[src/rtl/fifo_row_collector_pkg.sv]
// Shared types and sizing helpers for the FIFO row collector.
package fifo_row_collector_pkg;

  // Collector control states.
  typedef enum logic [1:0] {
    ST_IDLE    = 2'd0,
    ST_COLLECT = 2'd1,
    ST_EMIT    = 2'd2,
    ST_DONE    = 2'd3
  } state_t;

  // Column counter width: clog2(cols), never narrower than one bit.
  function automatic int col_cnt_width(input int cols);
    int w;
    w = $clog2(cols);
    if (w < 1) begin
      w = 1;
    end else begin
      w = w;
    end
    return w;
  endfunction

  // Default geometry of the matrix datapath.
  localparam int DEF_WIDTH     = 8;
  localparam int DEF_COLS      = 4;
  localparam int DEF_ROW_CNT_W = 8;
  localparam int ROW_W         = DEF_WIDTH * DEF_COLS;
  localparam int COL_CNT_W     = col_cnt_width(DEF_COLS);

endpackage

[src/rtl/fifo_row_collector.sv]
// Drains scalar elements from a FIFO read port, packs COLS of them into a
// row word and hands each row downstream over valid/ready. Signals done
// after the programmed number of rows has been accepted.
module fifo_row_collector
  import fifo_row_collector_pkg::*;
#(
  parameter int WIDTH     = 8,
  parameter int COLS      = 4,
  parameter int ROW_CNT_W = 8
) (
  input  logic                      CLK,
  input  logic                      RST,
  input  logic                      start,
  input  logic [ROW_CNT_W-1:0]      num_rows,
  input  logic                      fifo_read_ready,
  input  logic [WIDTH-1:0]          fifo_read_data,
  output logic                      fifo_read_enable,
  output logic                      row_valid,
  output logic [WIDTH*COLS-1:0]     row_data,
  output logic [ROW_CNT_W-1:0]      row_index,
  input  logic                      row_ready,
  output logic                      busy,
  output logic                      done
);

  localparam int ROW_BITS = WIDTH * COLS;
  localparam int CC_W     = col_cnt_width(COLS);
  localparam logic [CC_W-1:0]      COL_LAST = CC_W'(COLS - 1);
  localparam logic [ROW_CNT_W-1:0] ROW_ONE  = ROW_CNT_W'(1);
  localparam logic [ROW_CNT_W-1:0] ROW_ZERO = ROW_CNT_W'(0);

  state_t                 state_r;
  state_t                 state_s;
  logic [CC_W-1:0]        col_cnt_r;
  logic [ROW_CNT_W-1:0]   row_idx_r;
  logic [ROW_CNT_W-1:0]   num_rows_r;
  logic [ROW_BITS-1:0]    row_data_r;

  logic                   start_ok_s;
  logic                   pop_s;
  logic                   accept_s;
  logic                   last_col_s;
  logic                   last_row_s;

  // Qualify the events the FSM and datapath react to this cycle.
  always_comb begin
    start_ok_s = 1'b0;
    pop_s      = 1'b0;
    accept_s   = 1'b0;
    last_col_s = (col_cnt_r == COL_LAST);
    last_row_s = (row_idx_r == (num_rows_r - ROW_ONE));
    if (state_r == ST_IDLE) begin
      start_ok_s = start;
    end else if (state_r == ST_COLLECT) begin
      pop_s = fifo_read_ready;
    end else if (state_r == ST_EMIT) begin
      accept_s = row_ready;
    end else begin
      start_ok_s = 1'b0;
    end
  end

  // State register.
  always_ff @(posedge CLK) begin
    if (RST) begin
      state_r <= ST_IDLE;
    end else begin
      state_r <= state_s;
    end
  end

  // Next-state decode.
  always_comb begin
    state_s = state_r;
    case (state_r)
      ST_IDLE: begin
        if (start_ok_s) begin
          if (num_rows != ROW_ZERO) begin
            state_s = ST_COLLECT;
          end else begin
            state_s = ST_DONE;
          end
        end else begin
          state_s = ST_IDLE;
        end
      end
      ST_COLLECT: begin
        if (pop_s && last_col_s) begin
          state_s = ST_EMIT;
        end else begin
          state_s = ST_COLLECT;
        end
      end
      ST_EMIT: begin
        if (accept_s) begin
          if (last_row_s) begin
            state_s = ST_DONE;
          end else begin
            state_s = ST_COLLECT;
          end
        end else begin
          state_s = ST_EMIT;
        end
      end
      ST_DONE: begin
        state_s = ST_IDLE;
      end
      default: begin
        state_s = ST_IDLE;
      end
    endcase
  end

  // Output decode; the FIFO strobe follows read_ready in the same cycle.
  always_comb begin
    fifo_read_enable = 1'b0;
    row_valid        = 1'b0;
    busy             = 1'b1;
    done             = 1'b0;
    case (state_r)
      ST_IDLE: begin
        busy = 1'b0;
      end
      ST_COLLECT: begin
        fifo_read_enable = fifo_read_ready;
      end
      ST_EMIT: begin
        row_valid = 1'b1;
      end
      ST_DONE: begin
        done = 1'b1;
      end
      default: begin
        busy = 1'b0;
      end
    endcase
  end

  // Job setup, lane packing and row/column counting.
  always_ff @(posedge CLK) begin
    if (RST) begin
      col_cnt_r  <= '0;
      row_idx_r  <= '0;
      num_rows_r <= '0;
      row_data_r <= '0;
    end else if (start_ok_s) begin
      col_cnt_r <= '0;
      row_idx_r <= '0;
      if (num_rows != ROW_ZERO) begin
        num_rows_r <= num_rows;
      end else begin
        num_rows_r <= num_rows_r;
      end
    end else if (pop_s) begin
      for (int l = 0; l < COLS; l++) begin
        if (col_cnt_r == CC_W'(l)) begin
          row_data_r[l*WIDTH +: WIDTH] <= fifo_read_data;
        end
      end
      if (last_col_s) begin
        col_cnt_r <= '0;
      end else begin
        col_cnt_r <= col_cnt_r + CC_W'(1);
      end
    end else if (accept_s && !last_row_s) begin
      row_idx_r <= row_idx_r + ROW_ONE;
    end else begin
      row_idx_r <= row_idx_r;
    end
  end

  assign row_data  = row_data_r;
  assign row_index = row_idx_r;

endmodule

[config.mk]
export PLATFORM = sky130hd
export DESIGN_NAME = fifo_row_collector
export DESIGN_NICKNAME = d
export VERILOG_FILES = /design/src/rtl/fifo_row_collector_pkg.sv /design/src/rtl/fifo_row_collector.sv
export SDC_FILE = /design/constraint.sdc
export NUM_CORES = 1
export LEC_CHECK = 0
export BUFFER_PORTS_ARGS = -buffer_cell sky130_fd_sc_hd__buf_2
export CAP_MARGIN = 20
export CORE_MARGIN = 3
export CORE_UTILIZATION = 51
export CTS_CLUSTER_DIAMETER = 80
export DETAILED_ROUTE_END_ITERATION = 12
export PLACE_DENSITY = 0.79
export SYNTH_ARGS = -nofsm -noshare
export SYNTH_HDL_FRONTEND = slang
export SYNTH_SLANG_ARGS = --single-unit
[constraint.sdc]
create_clock -name CLK -period 2.58 [get_ports CLK]
set_input_delay 0.387 -clock CLK [delete_from_list [all_inputs] [get_ports CLK]]
set_output_delay 0.387 -clock CLK [all_outputs]
set_load 0.1 [all_outputs]
# After elaboration in Yosys (flattened, before gate mapping)
# Index checks and enable logic that the tools add are counted.
# classes
n_addsub	3
eq_ne	7
order_cmp	0
shifts	0
bitwise_logic	2
n_mux	16
n_reduce_logical	13
n_mul	0
n_div	0
# op_table
cell	n
2-bit two-way mux	6
3-bit AND reduction	4
1-bit two-way mux	9
8-bit by 1-bit adder with 8-bit output (second input constant)	1
2-bit == test (second input constant)	4
8-bit == test	1
2-bit one-hot mux with 4 select lines	1
8-bit nonzero test	1
8-bit by 1-bit subtractor with 8-bit output (second input constant)	1
2-bit by 1-bit == test with 1-bit output (second input constant)	2
2-bit logical NOT	2
2-bit AND reduction	2
2-bit by 1-bit adder with 2-bit output (second input constant)	1
1-bit logical AND	2
1-bit inverter	2
2-bit OR reduction	1
1-bit logical NOT	1
# totals
mem_bits_ro	0
n_memories	0
wordCells	49
ram_bits	0
register_bits	52
latch_bits	0

# Logic depth before layout (Yosys ltp)
# Gate-level depths: netlist of the first run.
# logic_depth
word_depth	6
ltp_mapped	8

# Least setup slack after synthesis of the first run
# OpenSTA, ideal clock, no wires.
# synth_path
path_type	flip-flop to flip-flop
start	reg state_r[1]
end	reg row_idx_r[6], in the netlist row_index[6]
n_path_buf	0
stages_incl_launch_ff	6
arrival_ps	2789
setup_time_ps	70
synth_period_minus_slack_ps	2859
t_required_ps	2510
path_slack_ps	-279
path_cell_list	dfxtp_1 > nor2b_1 > and2_1 > o2111ai_2 > or3_1 > a21oi_1
# synth_between
elab_chain_cells	6
word_cells_on_any_way	13
cone_classes	2 x eq/ne; 6 x mux; 1 x bitwise; 4 x reduce/logical
# synth_lines
element	line	source
from (decl)	fifo_row_collector.sv:32	state_t state_r;
from (signal assigned)	fifo_row_collector.sv:68	state_r <= state_s;
2-bit == test	fifo_row_collector.sv:56	end else if (state_r == ST_EMIT) begin
1-bit two-way mux	fifo_row_collector.sv:56	
1-bit two-way mux	fifo_row_collector.sv:54	end else if (state_r == ST_COLLECT) begin
1-bit two-way mux	fifo_row_collector.sv:52	if (state_r == ST_IDLE) begin
1-bit logical AND	fifo_row_collector.sv:165	end else if (accept_s && !last_row_s) begin
2-bit AND reduction (no source line)	n/a	
to (signal assigned)	fifo_row_collector.sv:166	row_idx_r <= row_idx_r + ROW_ONE;
to (signal assigned)	fifo_row_collector.sv:168	row_idx_r <= row_idx_r;
to (decl)	fifo_row_collector.sv:35	logic [ROW_CNT_W-1:0] row_idx_r;
# Several ways; a longest one is shown, not always the timed one.
# A chain may end at the register's enable or synchronous reset.

# Worst setup path after layout of the first run
# layout_path
start	reg num_rows_r[0]
end	reg row_idx_r[6], in the netlist row_index[6]
# layout_between
elab_chain_cells	5
# layout_lines
element	line	source
from (decl)	fifo_row_collector.sv:36	logic [ROW_CNT_W-1:0] num_rows_r;
from (signal assigned)	fifo_row_collector.sv:150	num_rows_r <= num_rows;
from (signal assigned)	fifo_row_collector.sv:152	num_rows_r <= num_rows_r;
8-bit by 1-bit subtractor with 8-bit output	fifo_row_collector.sv:51	last_row_s = (row_idx_r == (num_rows_r - ROW_ONE));
8-bit == test	fifo_row_collector.sv:51	
1-bit logical NOT	fifo_row_collector.sv:165	
1-bit logical AND	fifo_row_collector.sv:165	
2-bit AND reduction (no source line)	n/a	
# Every way passes these cells.

==> metrics.txt, run 1 <==
Peak VDD IR 0.3646 mV; Worst setup SP type flip-flop; Setup Skew 0.009251 ns; Bufs and invs on worst path 1; WHS 0.3210 ns; multi-input logic area 1165 um2; Seq/Total Area, Yosys 0.4576; Final Wtd Congestion 0.7855; register area 1041 um2; Residual DRC 0; ANT nets after route 0; fin area 2715 um2; Arrival @ worst endpoint 2.56 ns; min Tclk post-route 2.313 ns; die height 72.79 um; Die X-Extent 72.79 um; syn avg cell area 8.182 um2; setup violators final 0; RSZ-0062 raised after global routing no; antenna cells 0; # port buffers 64; share of layout cells above drive strength 1 0.2412; HPWL Detailed 4.169 mm; CTS root buf clkbuf_8; initial antenna violation count 0; leakage power 0.001138 uW; Setup WS pre-CTS 0.3109 ns; Worst Slack Setup Final 0.2666 ns; CP Max Fanout 6; Worst Tran Pin Value 0.5049 ns; FMAX 432.3 MHz; vias in the first global route 1970; NumNets Final 366; Slew headroom 0.6627; Sink Count 52; H-tree depth 2; final WL 5.589 mm; Hold Fails Final Rpt 0; Clk pin slew, worst setup/hold paths 0.10 ns; core box area 4144 um2; Filler Cells Inserted 393; Post-Syn Instances 278; Final period util 0.8967; largest net degree at the start of global routing 34; drt first pass iters 5; Starting Density 0.5489; Layout area overhead 19.36%; synth top area cells dfxtp_1, nand2_1, a21oi_1; status finished clean; final slew viol count 0; first-pass GRT wire length 9.114 mm; Yosys warnings 0; post-layout util 0.6552; row count 23; WL/cell 14.33 um; Slowest-stage cell, CP nor3b_1; # hold bufs at CTS 0; die area 5298 um2; CP peak stage delay 0.45 ns; # IOs 65; family with the most delay on the worst path simple AND/OR/NAND/NOR gates; Fin Setup TNS 0 ns; Mapped Area 2275 um2; crit-path cells inv_1 > ha_1 > nor3b_1 > a21oi_1 > o2111ai_2 > o2111ai_2 > or3_1 > a21oi_1; vias per cell 5.321; TritonCTS clock tree built; setup repair bufs after CTS 0; Num CTS Buffers 5; Required @ worst endpoint 2.83 ns; total track usage 0.2216; total number of vias 2075; Power Dens Cells 589.4 nW/um2; global route overflow 0; DRT iter0 DRCs 70; worst hold path class input pin to flip-flop; Mapped Nets 305; post-CTS sizing 0; Synth area leader dfxtp_1; Max-cap violations 0; Unique masters post-synth 35; cell area after placement 2623 um2; Seq cells post-synth 52; post-synth top area share 0.4576; Setup CP Type flip-flop to flip-flop; Worst setup EP type flip-flop; Clk Latency, worst-skew pair 0.31 ns; Max clock buf depth 2
-- stage by stage --
step	cells	power [uW]
finish	390	1600
global route	390	1675
global placement	382	1134
CTS	390	1618
floorplan	278	1080
detailed placement	382	1142
-- layer usage --
metal  global-route usage  vias up  part of all wire
met5                    0        -                 0
met4              0.07992        0             0.012
met2               0.3838       54              0.51
li1                     -     1051                 -
met3              0.06612        9             0.058
met1               0.2580      961              0.42
-- cells by family (layout without fill, tap and decap cells) --
logic type               after synthesis  in the layout  share of synthesized area
AO/OA/AOI/OAI                         61             61                     0.1595
XOR/XNOR                              11             11                    0.04840
adder cells (fa/ha/maj)                6              6                    0.03300
buffers and inverters                 17             79                    0.03135
flip-flops                            52             52                     0.4576
multiplexers                           7              7                    0.03080
AND/OR/NAND/NOR                      124            124                     0.2393
-- report_power, final --
group | switching [uW] | internal [uW] | leakage [uW]
combinational | 195 | 84.1 | 0.000677
sequential | 21.0 | 823 | 0.000421
clock | 284 | 193 | 0.0000404
total | 501 | 1100 | 0.00114
-- sequential cells by signal, indices dropped and copies added, names as in the netlist --
register,cells
state_r,2
col_cnt_r,2
num_rows_r,8
row_index,8
row_data,32
-- worst min-delay path, cell delays in order --
cell and delay (ns):
buf_2 0.09, a21oi_1 0.06, nor2_1 0.07
-- path summary, 6_finish.rpt --
| check | startpoint | end | slack, ns | cells past startpoint |
|---|---|---|---|---|
| worst min-delay path | num_rows[1] | num_rows_r[1] | 0.32 | 3 |
| worst max register to register | num_rows_r[0] | row_index[6] | 0.27 | 8 |
| worst max-delay path | num_rows_r[0] | row_index[6] | 0.27 | 8 |
| worst min register to register | row_data[1] | row_data[1] | 0.46 | 2 |
-- cell usage in the layout (no fill, tap or decap), types with 6 or more instances in the layout --
| master | instances |
|---|---|
| buf_2 | 64 |
| and2_1 | 8 |
| a21oi_1 | 43 |
| or3_1 | 6 |
| nand2_1 | 76 |
| mux2i_1 | 7 |
| dfxtp_1 | 52 |
| ha_1 | 6 |
| o21ai_0 | 7 |
| nor2_1 | 19 |
-- cell usage after synthesis, drive strengths merged --
master	number
nor3b	1
buf	1
ha	6
a2bb2oi	1
o41a	1
o21a	1
or3	6
xor2	5
or2	2
nor4b	1
nor2b	1
nand2	76
o2111ai	2
a21oi	43
nor3	2
dfxtp	52
nand3	2
or4	3
a211oi	1
xnor3	1
o21ai	8
nor2	19
clkbuf	11
and2	8
mux2i	7
xnor2	5
o211ai	2
and3	1
o211a	1
a22o	1
nand2b	2
inv	5
-- layout make-up --
cell class	count	share of cell area
clock inverters	3	0.008756
inverters	5	0.006912
flip-flops and latches	52	0.3834
multi-input cells	209	0.4290
repair buffers	66	0.1235
clock buffers	5	0.02535
well taps	50	0.02304
(Power assumes the default switching activity.)
==> run 2: changes to the inputs <==
--- a/config.mk
+++ b/config.mk
@@ -9,8 +9,8 @@
 export CAP_MARGIN = 20
 export CORE_MARGIN = 3
 export CORE_UTILIZATION = 51
-export CTS_CLUSTER_DIAMETER = 80
 export DETAILED_ROUTE_END_ITERATION = 12
+export MAX_ROUTING_LAYER = met4
 export PLACE_DENSITY = 0.79
 export SYNTH_ARGS = -nofsm -noshare
 export SYNTH_HDL_FRONTEND = slang
==> constraint.sdc (replaced) <==
create_clock -name CLK -period 2.58 [get_ports CLK]
set_input_delay 0.516 -clock CLK [delete_from_list [all_inputs] [get_ports CLK]]
set_output_delay 0.516 -clock CLK [all_outputs]
set_load 0.1 [all_outputs]
==> run 2 against run 1 <==
Compared with the run above:
- first-iteration DRC count is 100% higher
- sequential power about the same
- clock skew increased by 0.0028 ns
- sequential share of layout area grew 0.053 points
- combinational power hardly changed
- core utilization shrank 0.091 points
- via count grew 0.29%
- critical endpoint unchanged
- highest routed layer unchanged
==> metrics.txt, run 2 (same netlist as run 1, synthesis figures left out) <==
final WL 5.431 mm (was 5.589 mm); Worst Tran Pin Value 0.5011 ns (was 0.5049 ns); Setup Skew 0.01201 ns (was 0.009251 ns); non-filler cells, final 390 (unchanged); antenna cells 0 (unchanged); cell area after placement 2623 um2 (unchanged); Hold Fails Final Rpt 0 (unchanged); most frequent cells in the layout nand2_1, buf_2, dfxtp_1 (unchanged); total number of vias 2081 (was 2075); fin area 2711 um2 (was 2715 um2); vias per cell 5.336 (was 5.321); Die X-Extent 72.79 um (unchanged); die area 5298 um2 (unchanged); final slew viol count 0 (unchanged); CP Max Fanout 6 (unchanged); Fin Setup TNS 0 ns (unchanged); register area 1041 um2 (unchanged); ANT nets after route 0 (unchanged); # port buffers 64 (unchanged); Max clock buf depth 2 (unchanged); Setup CP Type flip-flop to flip-flop (unchanged); setup violators final 0 (unchanged); Num CTS Buffers 5 (unchanged); Final Wtd Congestion 0.7903 (was 0.7855); post-CTS sizing 0 (unchanged); Power Dens Cells 583.1 nW/um2 (was 589.4 nW/um2); most common cell after layout, fill and taps aside nand2_1 (unchanged); # IOs 65 (unchanged); max FFs per register 32 (unchanged); initial antenna violation count 0 (unchanged); die height 72.79 um (unchanged); Slew headroom 0.6682 (was 0.6627); leakage power 0.001139 uW (was 0.001138 uW); WHS 0.4561 ns (was 0.3210 ns); Worst setup SP type flip-flop (unchanged); TritonCTS clock tree built (unchanged); Residual DRC 0 (unchanged); Starting Density 0.5489 (unchanged); core box area 4144 um2 (unchanged); WL/cell 13.93 um (was 14.33 um); share of layout cells above drive strength 1 0.2382 (was 0.2412); vias in the first global route 1891 (was 1970); RSZ-0062 raised after global routing no (unchanged); worst hold path class flip-flop to flip-flop (was input pin to flip-flop); Clk Latency, worst-skew pair 0.30 ns (was 0.31 ns); min Tclk post-route 2.235 ns (was 2.313 ns); DRT iter0 DRCs 140 (was 70); CTS root buf clkbuf_8 (unchanged); post-placement cell count 382 (unchanged); drt first pass iters 4 (was 5); Max-cap violations 0 (unchanged); Layout area overhead 19.20% (was 19.36%); NumNets Final 366 (unchanged); setup repair bufs after CTS 0 (unchanged); Filler Cells Inserted 371 (was 393); # hold bufs at CTS 0 (unchanged); FMAX 447.4 MHz (was 432.3 MHz); Final period util 0.8663 (was 0.8967); Peak VDD IR 0.3438 mV (was 0.3646 mV); Required @ worst endpoint 2.82 ns (was 2.83 ns); Worst setup EP type flip-flop (unchanged); global route overflow 0 (unchanged); Arrival @ worst endpoint 2.48 ns (was 2.56 ns); largest net degree at the start of global routing 28 (was 34); H-tree depth 2 (unchanged); status finished clean (unchanged); Clk pin slew, worst setup/hold paths 0.09 ns (was 0.10 ns); Sink Count 52 (unchanged); multi-input logic area 1165 um2 (unchanged); HPWL Detailed 4.072 mm (was 4.169 mm); total track usage 0.2173 (was 0.2216); first-pass GRT wire length 8.680 mm (was 9.114 mm); row count 23 (unchanged)
run 2: area by class of cell:
type	count	area share
clock inverters	2	0.005999
inverters	5	0.006922
flip-flops and latches	52	0.3839
well taps	50	0.02307
clock buffers	6	0.02677
repair buffers	66	0.1237
multi-input cells	209	0.4296
run 2: layer usage:
metal | vias up | global-route usage | share of wire
met5 | - | - | 0
met4 | 0 | 0.05328 | 0.0074
met3 | 4 | 0.05372 | 0.063
met2 | 56 | 0.3617 | 0.50
met1 | 971 | 0.2644 | 0.43
li1 | 1050 | - | -
run 2: final timing paths:
kind,from,to,slack (ns),depth (start not counted)
max,num_rows_r[0],row_index[6],0.35,8
min,row_data[10],row_data[10],0.46,2
max reg2reg,num_rows_r[0],row_index[6],0.35,8
min reg2reg,row_data[10],row_data[10],0.46,2
run 2: power breakdown:
part / leakage (uW) / internal [uW] / switching [uW] / total [uW]
clock network: 0.0000414 / 193 / 265 / 458
logic: 0.000677 / 84.1 / 196 / 280
registers: 0.000421 / 823 / 20.4 / 843
run 2: per-stage QoR:
step | utilization | setup slack (ns) | power, uW
floorplan | - | 0.005426 | 1080
global placement | 0.6329 | 0.4053 | 1134
detailed placement | 0.6329 | 0.3517 | 1140
CTS | 0.6543 | 0.3429 | 1590
global route | 0.6543 | 0.1587 | 1649
finish | 0.6543 | 0.3451 | 1581
run 2: critical path: stages (launching register included):
cell and delay (ns):
dfxtp_1 0.35, inv_1 0.10, ha_1 0.19, nor3b_1 0.38
a21oi_1 0.14, o2111ai_2 0.29, o2111ai_2 0.23, or3_1 0.38
a21oi_1 0.13
==> run 3: changes to the inputs <==
--- a/config.mk
+++ b/config.mk
@@ -12,6 +12,7 @@
 export DETAILED_ROUTE_END_ITERATION = 12
 export MAX_ROUTING_LAYER = met4
 export PLACE_DENSITY = 0.79
+export RECOVER_POWER = 25
 export SYNTH_ARGS = -nofsm -noshare
 export SYNTH_HDL_FRONTEND = slang
 export SYNTH_SLANG_ARGS = --single-unit
==> constraint.sdc (replaced) <==
create_clock -name CLK -period 2.5 [get_ports CLK]
set_input_delay 0.5 -clock CLK [delete_from_list [all_inputs] [get_ports CLK]]
set_output_delay 0.5 -clock CLK [all_outputs]
set_load 0.1 [all_outputs]
==> run 3 against run 2 <==
Compared with the run above:
- non-clock buffer count unchanged
- sequential share of layout area decreased by 0.15 points
- via count grew 0.38%
- clock skew increased by 0.0021 ns
- sequential power is 3.3% higher
- setup slack worse by 0.086 ns
- maximum frequency shrank 0.27%
==> metrics.txt, run 3 (same netlist as run 1, synthesis figures left out) <==
initial antenna violation count 0 (unchanged); post-placement cell count 382 (unchanged); max layer used met4 (unchanged); Hold Fails Final Rpt 0 (unchanged); Peak VDD IR 0.3998 mV (was 0.3438 mV); total power 1652 uW (was 1581 uW); Clk pin slew, worst setup/hold paths 0.10 ns (was 0.09 ns); H-tree depth 2 (unchanged); Setup Skew 0.01415 ns (was 0.01201 ns); Die X-Extent 72.79 um (unchanged); vias per cell 5.356 (was 5.336); met2 wire length 2.609 mm (was 2.721 mm); final slew viol count 0 (unchanged); drt first pass iters 5 (was 4); Filler Cells Inserted 378 (was 371); die area 5298 um2 (unchanged); RSZ-0062 raised after global routing no (unchanged); Final period util 0.8964 (was 0.8663); antenna cells 0 (unchanged); Worst setup SP type flip-flop (unchanged); NumNets Final 366 (unchanged); worst hold path class input pin to flip-flop (was flip-flop to flip-flop); Worst Tran Pin Value 0.6193 ns (was 0.5011 ns); # IOs 65 (unchanged); max FFs per register 32 (unchanged); total number of vias 2089 (was 2081); CP Max Fanout 6 (unchanged); status finished clean (unchanged); Required @ worst endpoint 2.75 ns (was 2.82 ns); TritonCTS clock tree built (unchanged); FMAX 446.2 MHz (was 447.4 MHz); met3 WL post-DR 343 um (was 344 um); CTS root buf clkbuf_8 (unchanged); Slew headroom 0.5871 (was 0.6682); Clk Latency, worst-skew pair 0.32 ns (was 0.30 ns); vias in the first global route 1970 (was 1891); Layout area overhead 19.80% (was 19.20%); leakage power 0.001138 uW (was 0.001139 uW); WL/cell 13.89 um (was 13.93 um); Max clock buf depth 2 (unchanged); post-CTS sizing 0 (unchanged); setup repair bufs after CTS 0 (unchanged); Final Wtd Congestion 0.8633 (was 0.7903); Setup CP Type flip-flop to flip-flop (unchanged); # hold bufs at CTS 0 (unchanged); Fin Setup TNS 0 ns (unchanged); non-filler cells, final 390 (unchanged); row count 23 (unchanged); most frequent cells in the layout nand2_1, buf_2, dfxtp_1 (unchanged); WHS 0.4251 ns (was 0.4561 ns); DRT iter0 DRCs 114 (was 140); largest net degree at the start of global routing 34 (was 28); Max-cap violations 0 (unchanged); Worst setup EP type flip-flop (unchanged); min Tclk post-route 2.241 ns (was 2.235 ns); Starting Density 0.5489 (unchanged); Num CTS Buffers 5 (unchanged); final WL 5.417 mm (was 5.431 mm); Sink Count 52 (unchanged); die height 72.79 um (unchanged); Residual DRC 0 (unchanged); core box area 4144 um2 (unchanged); global route overflow 0 (unchanged); ANT nets after route 0 (unchanged); HPWL Detailed 4.059 mm (was 4.072 mm); share of layout cells above drive strength 1 0.2382 (unchanged); most common cell after layout, fill and taps aside nand2_1 (unchanged); Arrival @ worst endpoint 2.49 ns (was 2.48 ns); Power Dens Cells 606.1 nW/um2 (was 583.1 nW/um2); first-pass GRT wire length 8.838 mm (was 8.680 mm); setup violators final 0 (unchanged); M1 wire length 2.399 mm (was 2.324 mm); total track usage 0.2209 (was 0.2173); # port buffers 64 (unchanged)
-- run 3: final timing paths --
path	cells past startpoint	slack, ns	to	startpoint
setup / recovery	6	0.26	row_index[6]	num_rows_r[0]
setup reg to reg	6	0.26	row_index[6]	num_rows_r[0]
hold / removal	3	0.43	num_rows_r[4]	num_rows[4]
hold reg to reg	2	0.45	row_data[12]	row_data[12]
-- run 3: cell type report --
| type | instances | area, um2 | area share |
|---|---|---|---|
| multi-input combinational | 209 | 1165 | 0.4275 |
| sequential | 52 | 1042 | 0.3825 |
| timing repair buffer | 66 | 346.6 | 0.1272 |
| clock buffer | 5 | 68.82 | 0.02525 |
| tap | 50 | 62.56 | 0.02296 |
| clock inverter | 3 | 21.27 | 0.007805 |
| inverter | 5 | 18.77 | 0.006887 |
-- run 3: per-stage QoR --
stage	instance area, um2	util	worst slack [ns]
after floorplan	2280	-	0.1220
final	2725	0.6576	0.2591
after detailed placement	2639	0.6368	0.2747
after global routing	2725	0.6576	0.1186
after CTS	2729	0.6585	0.2543
after global placement	2639	0.6368	0.3213
-- run 3: power breakdown --
group	total [uW]	switching (uW)	internal, uW
Combinational	288	200	88.5
Sequential	871	21.8	849
Clock	492	293	199
Total	1650	515	1140
-- run 3: critical path: stages (launching register included) --
cell	delay, ns
dfxtp_1	0.35
or4_4	0.56
o41a_1	0.33
o211ai_2	0.24
o2111ai_2	0.18
or3_1	0.38
a21oi_1	0.13
-- run 3: metal layers --
| metal | GRT usage | vias up |
|---|---|---|
| met1 | 0.2765 | 971 |
| met3 | 0.05923 | 6 |
| met2 | 0.3487 | 62 |
| li1 | - | 1050 |
| met4 | 0.06762 | 0 |
| met5 | - | - |
